<file path="config.mk">
export PLATFORM = sky130hd
export DESIGN_NAME = lcd_ctrl
export DESIGN_NICKNAME = d
export VERILOG_FILES = /design/src/rtl/lcd_ctrl.sv
export SDC_FILE = /design/constraint.sdc
export NUM_CORES = 1
export LEC_CHECK = 0
export ABC_AREA = 1
export BUFFER_PORTS_ARGS = -buffer_cell sky130_fd_sc_hd__buf_2
export CELL_PAD_IN_SITES_DETAIL_PLACEMENT = 1
export CELL_PAD_IN_SITES_GLOBAL_PLACEMENT = 1
export CORE_MARGIN = 2
export CORE_UTILIZATION = 43
export DETAILED_ROUTE_END_ITERATION = 10
export GPL_ROUTABILITY_DRIVEN = 0
export GPL_TIMING_DRIVEN = 0
export PLACE_DENSITY = 0.84
export SYNTH_ARGS = -nofsm -noshare
export SYNTH_HDL_FRONTEND = slang
export SYNTH_SLANG_ARGS = --single-unit
</file>
<file path="constraint.sdc">
create_clock -name clk_i -period 2.3 [get_ports clk_i]
set_input_delay 0.23 -clock clk_i [delete_from_list [all_inputs] [get_ports clk_i]]
set_output_delay 0.23 -clock clk_i [all_outputs]
set_load 0.03 [all_outputs]
</file>
<file path="src/rtl/lcd_ctrl.sv">
// HD44780 character LCD sequencer: power-up wait, init command ROM, then
// single-byte command/data writes over valid/ready with full bus timing.
module lcd_ctrl #(
  parameter int unsigned T_PWRUP = 405000,
  parameter int unsigned T_SETUP = 2,
  parameter int unsigned T_EN    = 12,
  parameter int unsigned T_HOLD  = 2,
  parameter int unsigned T_CMD   = 1080,
  parameter int unsigned T_CLEAR = 44280,
  parameter int unsigned CNT_W   = 20
) (
  input  logic       clk_i,
  input  logic       rst_ni,
  input  logic       req_valid_i,
  output logic       req_ready_o,
  input  logic       req_rs_i,
  input  logic [7:0] req_data_i,
  output logic       busy_o,
  output logic       init_done_o,
  output logic       lcd_on_o,
  output logic       lcd_en_o,
  output logic       lcd_rs_o,
  output logic       lcd_rw_o,
  output logic [7:0] lcd_data_o
);

  typedef enum logic [2:0] {
    PWRUP, LOAD, SETUP, PULSE, HOLD, WAIT, IDLE
  } state_e;

  state_e           state_q, state_d;
  logic [CNT_W-1:0] timer_q, timer_d, limit;
  logic [1:0]       idx_q, idx_d;
  logic             en_q, en_d;
  logic             rs_q, rs_d;
  logic [7:0]       data_q, data_d;
  logic             on_q, on_d;
  logic             ready_q, ready_d;
  logic             busy_q, busy_d;
  logic             done_q, done_d;
  logic [7:0]       rom_byte;
  logic             is_clear;
  logic             phase_end;

  always_comb begin
    rom_byte = 8'h38;
    case (idx_q)
      2'd0: rom_byte = 8'h38;
      2'd1: rom_byte = 8'h0C;
      2'd2: rom_byte = 8'h01;
      2'd3: rom_byte = 8'h06;
      default: rom_byte = 8'h38;
    endcase
  end

  // Clear/home commands need the long settle time; data bytes never do.
  assign is_clear = !rs_q && (data_q == 8'h01 || data_q == 8'h02 || data_q == 8'h03);

  always_comb begin
    limit = '0;
    case (state_q)
      PWRUP:   limit = CNT_W'(T_PWRUP - 1);
      SETUP:   limit = CNT_W'(T_SETUP - 1);
      PULSE:   limit = CNT_W'(T_EN - 1);
      HOLD:    limit = CNT_W'(T_HOLD - 1);
      WAIT:    limit = is_clear ? CNT_W'(T_CLEAR - 1) : CNT_W'(T_CMD - 1);
      default: limit = '0;
    endcase
  end

  assign phase_end = (timer_q == limit);

  always_comb begin
    state_d = state_q;
    idx_d   = idx_q;
    rs_d    = rs_q;
    data_d  = data_q;
    done_d  = done_q;
    case (state_q)
      PWRUP: if (phase_end) state_d = LOAD;
      LOAD: begin
        state_d = SETUP;
        rs_d    = 1'b0;
        data_d  = rom_byte;
      end
      SETUP: if (phase_end) state_d = PULSE;
      PULSE: if (phase_end) state_d = HOLD;
      HOLD:  if (phase_end) state_d = WAIT;
      WAIT: begin
        if (phase_end) begin
          if (done_q) begin
            state_d = IDLE;
          end else if (idx_q == 2'd3) begin
            done_d  = 1'b1;
            state_d = IDLE;
          end else begin
            idx_d   = idx_q + 2'd1;
            state_d = LOAD;
          end
        end
      end
      IDLE: begin
        if (req_valid_i && ready_q) begin
          state_d = SETUP;
          rs_d    = req_rs_i;
          data_d  = req_data_i;
        end
      end
      default: state_d = PWRUP;
    endcase

    timer_d = (state_d != state_q || state_q == IDLE) ? '0 : timer_q + CNT_W'(1);
    // Outputs are derived from the next state so they register alongside it.
    en_d    = (state_d == PULSE);
    ready_d = (state_d == IDLE);
    busy_d  = (state_d != IDLE);
    on_d    = 1'b1;
  end

  always_ff @(posedge clk_i or negedge rst_ni) begin
    if (!rst_ni) begin
      state_q <= PWRUP;
      timer_q <= '0;
      idx_q   <= '0;
      en_q    <= 1'b0;
      rs_q    <= 1'b0;
      data_q  <= '0;
      on_q    <= 1'b0;
      ready_q <= 1'b0;
      busy_q  <= 1'b1;
      done_q  <= 1'b0;
    end else begin
      state_q <= state_d;
      timer_q <= timer_d;
      idx_q   <= idx_d;
      en_q    <= en_d;
      rs_q    <= rs_d;
      data_q  <= data_d;
      on_q    <= on_d;
      ready_q <= ready_d;
      busy_q  <= busy_d;
      done_q  <= done_d;
    end
  end

  assign req_ready_o = ready_q;
  assign busy_o      = busy_q;
  assign init_done_o = done_q;
  assign lcd_on_o    = on_q;
  assign lcd_en_o    = en_q;
  assign lcd_rs_o    = rs_q;
  assign lcd_rw_o    = 1'b0;
  assign lcd_data_o  = data_q;

endmodule
</file>
==> flow_metrics.tcl, run 1 <==
set metrics [dict create \
    clock_insertion_delay_worst_skew_ns 0.30 \
    final.setup.tns_ns -0.494 \
    worst_hold_path_type "primary input to async pin" \
    post-route-cell-area_mm2 0.00299 \
    worst_endpoint_required_time_ns 2.48 \
    fmax_mhz 426 \
    overall_via_count_from_detail_route 2174 \
    worstMarginPinSlew_ns 0.896 \
    worst_slew_margin_rel 0.403 \
    synth_top_cells_by_area "dfrtp_1, nand2_1, nor2_1" \
    final_setup_fails 16 \
    antenna_found_initial 0 \
    dieWidth_um 77.4 \
    setup_ws_ns -0.0502 \
    grt_setup_unrepaired "true" \
    post_synth_inst_count 302 \
    clock_path_buffers 2 \
    synth.yosys.seq_area_share 0.421 \
    detail-route-antenna-nets 0 \
    timing.critical_path.to_type "register" \
    hold_violations 0 \
    maxCapViolations 0 \
    route.final.wire_length_um 6910 \
    core_ar_mm2 0.00514 \
    synth.distinct_cells 35 \
    cts_sinks 39 \
    first_global_vias 2066 \
    period_needed_ns 2.35 \
    fillCellCount 660 \
    syn2layout_area_growth_pct 28.9 \
    setup.worst_path.class "register to register" \
    first_pass_iters 4 \
    yosysMostFrequentCell "nand2_1" \
    vdd_drop_max_mv 0.314 \
    cts_root_buffer "clkbuf_8" \
    slew_violations 0 \
    run_status "complete, but fails checks" \
    first_pass_grt_wire_length_um 9790 \
    synthDominantAreaCellType "dfrtp_1" \
    cts_inserted_buffers 5 \
    final_hpwl_from_detailed_placement_um 4210 \
    remaining_drc_errors 0 \
    maximum_number_of_pins_on_one_net_before_global_route_repair 40 \
    post_route_cells_drive_above_1_share 0.321 \
    fin_nets 377 \
    synth_commonest_cells "nand2_1, nor2_1, inv_1" \
    die_height_um 77.4 \
    placementRows 26 \
    gr_util_all_layers 0.206 \
    synth_seq_cells 39 \
    start_kind "register" \
    power.density_cell_area_mw_per_mm2 415 \
    failing_checks "negative setup slack" \
    drc_violation_total_after_the_first_tritonroute_iteration 73 \
    tritoncts "done" \
    fp.dieArea_mm2 0.00600 \
    synth_edf_count 0 \
    synth_nets 319 \
    cellLeakagePower_nw 1.50 \
    final.period_utilization 1.02 \
    ys_dominant_reg_cell "dfrtp_1" \
    placed_cell_area_mm2 0.00253 \
    crit_path_max_fanout 8 \
    detailedPlace.worstSlack_ns -0.126 \
    numPortBuffers 25 \
    skew_final_ns 0.0107 \
    start_util 0.451 \
    yosysTopAreaCellShare 0.410 \
    yosys_warnings 0 \
    globalRouteOverflowTotal 0 \
    post_drt_wl_per_cell_um 16.0 \
    clk_pin_slew_worst_paths_ns 0.08 \
    antenna_cells 0 \
    avgSynthCellArea_um2 7.68 \
    total_power_mw 1.24 \
    synth-async-reset-ratio 1.00 \
    io_pins 27 \
    area_of_the_mapped_netlist_mm2 0.00232 \
    routed_via_density 5.04 \
    critical_path_arrival_ns 2.53 \
    h-tree-depth 2 \
]
## area by class of cell
| cell class | instances | area (um2) | share of cell area |
|---|---|---|---|
| flip-flops and latches | 39 | 978 | 0.327 |
| well taps | 70 | 87.6 | 0.0293 |
| inverters | 42 | 163 | 0.0544 |
| clock buffers | 8 | 100 | 0.0335 |
| plain buffers | 5 | 53.8 | 0.0180 |
| repair buffers | 51 | 342 | 0.114 |
| multi-input cells | 215 | 1260 | 0.421 |
| repair inverters | 1 | 5.00 | 0.00168 |
## placed cells by master, fill, tap and decap left out, types with 4 or more instances in the layout
master | netlist | final
ha_1 | 5 | 5
clkbuf_8 | 1 | 7
or2_2 | 4 | 4
xor2_1 | 11 | 11
nor2_1 | 50 | 41
o21ai_0 | 10 | 9
inv_1 | 40 | 38
nand2_1 | 67 | 55
buf_2 | 0 | 25
dfrtp_1 | 38 | 37
xnor2_1 | 6 | 6
nor2_2 | 3 | 12
nand4_1 | 7 | 7
nand2_2 | 2 | 12
nor3_1 | 6 | 5
buf_4 | 1 | 25
nand3_1 | 19 | 16
a31oi_1 | 4 | 4
## flip-flops by register name (all words and copies together), names as in the netlist
register,cells
lcd_on_o,1
req_ready_o,1
init_done_o,1
state_q,3
timer_q,20
idx_q,2
busy_o,1
lcd_data_o,8
lcd_rs_o,1
lcd_en_o,1
## power breakdown
part	total (mW)	internal, mW	switching [mW]
clock network	0.526	0.274	0.252
logic	0.0288	0.00825	0.0205
registers	0.686	0.686	0.000149
## through the flow
stage	util	cells	hold slack (ns)
4_1_cts	0.523	408	0.0769
2_1_floorplan	-	302	-0.0656
5_1_grt	0.581	431	0.110
3_3_place_gp	0.492	397	0.390
6_report	0.581	431	0.0347
3_5_place_dp	0.492	397	0.400
## cells by family after synthesis
family          Yosys count  synth area share
compound gates           24            0.0631
xor+xnor                 17            0.0642
fa+ha+maj                 5            0.0270
buf+inv                  48            0.0901
flops                    39             0.421
mux                       1           0.00486
other cells               2           0.00324
simple gates            166             0.326
## worst paths after layout
kind | from | endpoint | slack [ns] | cells past startpoint
max reg2reg | state_q[1] | timer_q[12] | -0.05 | 17
min | rst_ni | lcd_data_o[5] | 0.03 | 1
max | state_q[1] | timer_q[12] | -0.05 | 17
min in group clk_i | req_data_i[7] | lcd_data_o[7] | 0.18 | 3
max in group asynchronous | rst_ni | state_q[1] | 1.64 | 1
min reg2reg | init_done_o | init_done_o | 0.55 | 1
## worst max-delay path, cell delays in order (launching register included)
cell and delay, ns:
dfrtp_2 0.47, clkinv_4 0.10, nand3_4 0.13, nor2_4 0.13, nand2_2 0.09, nand2_1 0.09
nand2_1 0.06, nor2_1 0.11, nand2_1 0.09, nor2_4 0.22, nand2_4 0.10, nand2_2 0.10
nand2_2 0.05, nand2_2 0.10, o21ai_4 0.08, nand2_8 0.11, clkbuf_16 0.15, nor2_1 0.04
## routing by layer
metal | global-route usage | routed length [um] | up-vias
li1 | - | - | 1061
met1 | 0.252 | 2960 | 1054
met2 | 0.363 | 3620 | 45
met3 | 0.0407 | 209 | 14
met4 | 0.0661 | 126 | 0
met5 | 0 | 0 | -
## what timing repair did
action                     CTS  global route
buffers inserted             3            22
gates cloned                 0             2
resized for setup           10            36
setup endpoints to repair   13            25
pin swaps                    3            20
hold buffers                 0             0
Power figures use the tool's default switching activity.
==> inputs of run 2 (changes only) <==
CORE_MARGIN = 3   (was 2)
PLACE_DENSITY = unset   (was 0.84)
PLACE_DENSITY_LB_ADDON = 0.1   (was unset)
==> run 2 against run 1 <==
The run still ends with negative setup slack left. Clock-buffer cell count down 1. Cell area decreased by 1.7%. Non-clock buffer count down 5. Combinational power barely moved. Sequential cell count stayed put. Register-to-register slack gained 0.03 ns. First-iteration DRC count is 22% higher. Via count fell by 3.6%. Fmax grew 1.2%. Hold slack gained 0.015 ns. Global-route usage shrank 0.52 points. Routed wire length shrank 8.0%. Critical path type unchanged.
==> flow_metrics.tcl, run 2 (synthesis gave the netlist of run 1 again) <==
set metrics [dict create \
    gr_util_all_layers 0.201 \
    fin_nets 371 \
    worst_endpoint_required_time_ns 2.50 \
    syn2layout_area_growth_pct 26.7 \
    numPortBuffers 25 \
    final.period_utilization 1.01 \
    final_hpwl_from_detailed_placement_um 4200 \
    top_register "timer_q" \
    tightest_hold_margin_ns 0.0494 \
    fillCellCount 667 \
    dieWidth_um 79.4 \
    post_drt_wl_per_cell_um 15.0 \
    crit-reg2reg-launch "state_q[0]" \
    clock_path_buffers 2 \
    power.density_cell_area_mw_per_mm2 401 \
    final_setup_fails 11 \
    failing_checks "negative setup slack" \
    cts_inserted_buffers 5 \
    crit_path_max_fanout 6 \
    maxCapViolations 0 \
    placementRows 26 \
    core_ar_mm2 0.00517 \
    skew_final_ns 0.00422 \
    start_kind "register" \
    hold_violations 0 \
    first_pass_grt_wire_length_um 9730 \
    crit_start "state_q[0]" \
    worst_slew_margin_rel 0.406 \
    period_needed_ns 2.32 \
    antenna_cells 0 \
    routed_via_density 4.93 \
    critical_path_arrival_ns 2.52 \
    clock_insertion_delay_worst_skew_ns 0.30 \
    antenna_found_initial 0 \
    start_util 0.448 \
    run_status "complete, but fails checks" \
    most-common-layout-cells "nand2_1, inv_1, dfrtp_1, nor2_1, buf_2" \
    clk_pin_slew_worst_paths_ns 0.07 \
    vdd_drop_max_mv 0.374 \
    worstMarginPinSlew_ns 0.891 \
    cellLeakagePower_nw 1.47 \
    detail-route-antenna-nets 0 \
    slew_violations 0 \
    worst_hold_path_type "primary input to async pin" \
    post_route_cells_drive_above_1_share 0.324 \
    tritoncts "done" \
    layout_commonest_cell "nand2_1" \
    die_height_um 79.4 \
    remaining_drc_errors 0 \
    worst-r2r-setup-slack_ns -0.02 \
    fp.dieArea_mm2 0.00631 \
    setup.worst_path.class "register to register" \
    h-tree-depth 2 \
    grt_setup_unrepaired "true" \
    critPathCapture "timer_q[18]" \
    drc_violation_total_after_the_first_tritonroute_iteration 89 \
    cts_sinks 39 \
    timing.critical_path.to_type "register" \
    io_pins 27 \
    route.final.wire_length_um 6360 \
    largest_reg_flops 20 \
    maximum_number_of_pins_on_one_net_before_global_route_repair 40 \
    utilization 0.568 \
    first_pass_iters 4 \
    cts_root_buffer "clkbuf_8" \
    globalRouteOverflowTotal 0 \
    first_global_vias 2034 \
    overall_via_count_from_detail_route 2095 \
    fmax_mhz 431 \
    setup_ws_ns -0.0224 \
    register_to_register_path_depth 17 \
    r2r-end "timer_q[18]" \
]
run 2: area by class of cell:
type                            instances  area, um2  share of cell area
Timing Repair Buffer                   46        304               0.103
Multi-Input combinational cell        215       1270               0.432
Clock inverter                          1       5.00             0.00170
Sequential cell                        39        978               0.333
Tap cell                               70       87.6              0.0298
Buffer                                  5       53.8              0.0183
Clock buffer                            7       76.3              0.0260
Inverter                               42        163              0.0554
run 2: repair_timing:
action,4_1_cts,5_1_grt
hold buffers,0,0
setup buffers,3,17
pin swaps,2,15
setup endpoints to repair,10,30
cloned,0,1
gates resized for setup,5,47
run 2: how the worst min path moves through the flow:
stage / endpoint / slack [ns] / depth (start not counted)
4_1_cts: timer_q[15] / 0.07 / 1
5_1_grt: lcd_data_o[4] / 0.1 / 1
3_3_place_gp: lcd_data_o[4] / 0.40 / 1
6_report: lcd_data_o[4] / 0.05 / 1
2_1_floorplan: idx_q[0] / -0.07 / 0
3_5_place_dp: lcd_data_o[4] / 0.41 / 1
run 2: power breakdown:
part | total [mW] | switching (mW) | internal, mW | leakage (nW)
Sequential | 0.686 | 0.000148 | 0.686 | 0.483
Combinational | 0.0291 | 0.0208 | 0.00827 | 0.943
Clock | 0.461 | 0.248 | 0.213 | 0.0422
run 2: through the flow:
stage | setup slack [ns] | TNS, ns | cell area [um2] | power, mW | std cells
2_1_floorplan | 0.294 | 0 | 2320 | 0.705 | 302
3_3_place_gp | -0.0662 | -0.613 | 2530 | 0.730 | 397
3_5_place_dp | -0.0922 | -0.819 | 2530 | 0.730 | 397
4_1_cts | 0.0158 | 0 | 2650 | 1.20 | 408
5_1_grt | -0.157 | -2.92 | 2940 | 1.24 | 425
6_report | -0.0224 | -0.115 | 2940 | 1.18 | 425
run 2: layer usage:
layer,track usage,share of wire
met1,0.250,0.44
met2,0.342,0.52
met3,0.0350,0.022
met4,0.0825,0.017
met5,0,0
run 2: critical path, stage by stage, from the launching register on:
cell,delay (ns)
dfrtp_1,0.39
buf_8,0.14
nor2_4,0.17
nand2_4,0.10
buf_4,0.14
buf_4,0.12
nand4_1,0.08
nand3_2,0.13
inv_1,0.08
nand4_1,0.13
buf_4,0.17
nand2_1,0.06
inv_1,0.06
nand2_2,0.06
inv_2,0.04
nand2_4,0.11
clkbuf_16,0.17
nor2_1,0.04
==> inputs of run 3 (changes only) <==
SETUP_SLACK_MARGIN = 0.15   (was unset)
==> run 3 against run 2 <==
The run still ends with negative setup slack left. Worst setup slack worse by 0.043 ns. Hold slack lost 0.00086 ns. Cell area is 2.5% higher. Via count up 3.3%. Global-route usage grew 1.7 points. Combinational power about the same. First-iteration DRC count is 27% lower. Utilization up 1.4 points. Critical path depth is the same. Clock-buffer cell count did not move. Largest power group unchanged. Sequential share of layout area is 0.82 points lower. Routed wire length increased by 6.0%.
==> flow_metrics.tcl, run 3 (synthesis gave the netlist of run 1 again) <==
set metrics [dict create \
    hold_violations 0 \
    numPortBuffers 25 \
    placed_cell_area_mm2 0.00253 \
    slew_violations 0 \
    first_global_vias 2175 \
    fmax_mhz 423 \
    layout_commonest_cell "nand2_1" \
    multiInputGateArea_mm2 0.00129 \
    cpLargestDelayFamily "simple AND/OR/NAND/NOR gates" \
    worst_endpoint_required_time_ns 2.50 \
    final.period_utilization 1.03 \
    path_buf_inv 5 \
    remaining_drc_errors 0 \
    cts_root_buffer "clkbuf_8" \
    power.density_cell_area_mw_per_mm2 391 \
    period_needed_ns 2.37 \
    detailedPlace.worstSlack_ns -0.0922 \
    fin_nets 375 \
    first_pass_grt_wire_length_um 10500 \
    setup.worst_path.class "register to register" \
    io_pins 27 \
    worstMarginPinSlew_ns 0.892 \
    critical_path.cell_chain "buf_8 -> nor2_4 -> buf_4 -> inv_1 -> nand4_1 -> nand2_1 -> nor2_1 -> nand2_1 -> nor2_4 -> nand3_2 -> nand2_2 -> buf_4 -> o21ai_1 -> nand2_1 -> nand2_2 -> nand2_2 -> inv_1" \
    h-tree-depth 2 \
    first_pass_iters 4 \
    overall_via_count_from_detail_route 2165 \
    detail-route-antenna-nets 0 \
    cts_sinks 39 \
    critPathSlowestCell "dfrtp_1" \
    failing_checks "negative setup slack" \
    post_drt_wl_per_cell_um 15.7 \
    total_power_mw 1.18 \
    clk_pin_slew_worst_paths_ns 0.07 \
    run_status "complete, but fails checks" \
    route.final.wire_length_um 6740 \
    fillCellCount 665 \
    skew_final_ns 0.00597 \
    syn2layout_area_growth_pct 29.9 \
    utilization 0.582 \
    post_route_cells_drive_above_1_share 0.331 \
    maximum_number_of_pins_on_one_net_before_global_route_repair 40 \
    antenna_cells 0 \
    routed_via_density 5.05 \
    globalRouteOverflowTotal 0 \
    final_setup_fails 19 \
    cellLeakagePower_nw 1.51 \
    register_area_um2 978 \
    antenna_found_initial 0 \
    groute.layer.met3.usage 0.0339 \
    core_ar_mm2 0.00517 \
    gr-usage-met2 0.379 \
    groute.layer.met1.usage 0.262 \
    maxCapViolations 0 \
    vdd_drop_max_mv 0.354 \
    placedCellCount 397 \
    post-route-cell-area_mm2 0.00301 \
    final_hpwl_from_detailed_placement_um 4200 \
    clock_insertion_delay_worst_skew_ns 0.30 \
    critPathMaxStageDelay_ns 0.39 \
    start_util 0.448 \
    timing.critical_path.to_type "register" \
    clock_path_buffers 2 \
    critical_path_arrival_ns 2.56 \
    dieWidth_um 79.4 \
    placementRows 26 \
    fp.dieArea_mm2 0.00631 \
    cts_inserted_buffers 5 \
    finish.cell_count_without_fillers 429 \
    cts_hold_buffers 0 \
    gr_util_all_layers 0.218 \
    setup_ws_ns -0.0658 \
    worst_slew_margin_rel 0.405 \
    most_crowded_layer_after_global_routing "met2" \
    crit_path_max_fanout 6 \
    most-common-layout-cells "nand2_1, inv_1, dfrtp_1, nor2_1, buf_2" \
    die_height_um 79.4 \
    largest_reg_flops 20 \
    top_register "timer_q" \
    drc_violation_total_after_the_first_tritonroute_iteration 65 \
    tritoncts "done" \
    grt_setup_unrepaired "true" \
    worst_hold_path_type "primary input to async pin" \
    start_kind "register" \
]
==> run 3: what timing repair did <==
item | CTS | global route
gates cloned | 0 | 1
pin swaps | 4 | 17
endpoints found under the setup margin | 30 | 27
gates resized for setup | 20 | 34
buffers inserted | 20 | 4
==> run 3: final timing paths <==
| kind | startpoint | end | slack (ns) | depth (start not counted) |
|---|---|---|---|---|
| min in group clk_i | req_data_i[7] | lcd_data_o[7] | 0.18 | 3 |
| worst min-delay path | rst_ni | lcd_data_o[4] | 0.05 | 1 |
| worst max register to register | state_q[0] | req_ready_o | -0.07 | 17 |
| max in group asynchronous | rst_ni | state_q[1] | 1.64 | 1 |
| worst max-delay path | state_q[0] | req_ready_o | -0.07 | 17 |
| worst min register to register | init_done_o | init_done_o | 0.53 | 1 |
==> run 3: metal layers <==
layer  wire length (um)  part of all wire  up-vias
li1                   -                 -     1057
met1               2740              0.41     1038
met2               3540              0.53       52
met3                218             0.032       18
met4                237             0.035        0
met5                  0                 0        -
==> run 3: cell type report <==
cell class | instances | area share
repair buffers | 50 | 0.118
multi-input cells | 215 | 0.428
well taps | 70 | 0.0291
clock buffers | 7 | 0.0253
clock inverters | 1 | 0.00166
inverters | 42 | 0.0544
flip-flops and latches | 39 | 0.325
plain buffers | 5 | 0.0179
==> run 3: per-stage QoR <==
stage | setup TNS, ns | hold slack [ns]
2_1_floorplan | 0 | -0.0656
3_3_place_gp | -0.613 | 0.401
3_5_place_dp | -0.819 | 0.406
4_1_cts | 0 | 0.0742
5_1_grt | -3.54 | 0.0927
6_report | -0.498 | 0.0485
==> run 3: report_power, final <==
group | switching, mW | leakage (nW) | internal [mW] | total (mW)
clock network | 0.250 | 0.0422 | 0.213 | 0.463
logic | 0.0211 | 0.982 | 0.00828 | 0.0293
registers | 0.000148 | 0.483 | 0.686 | 0.686
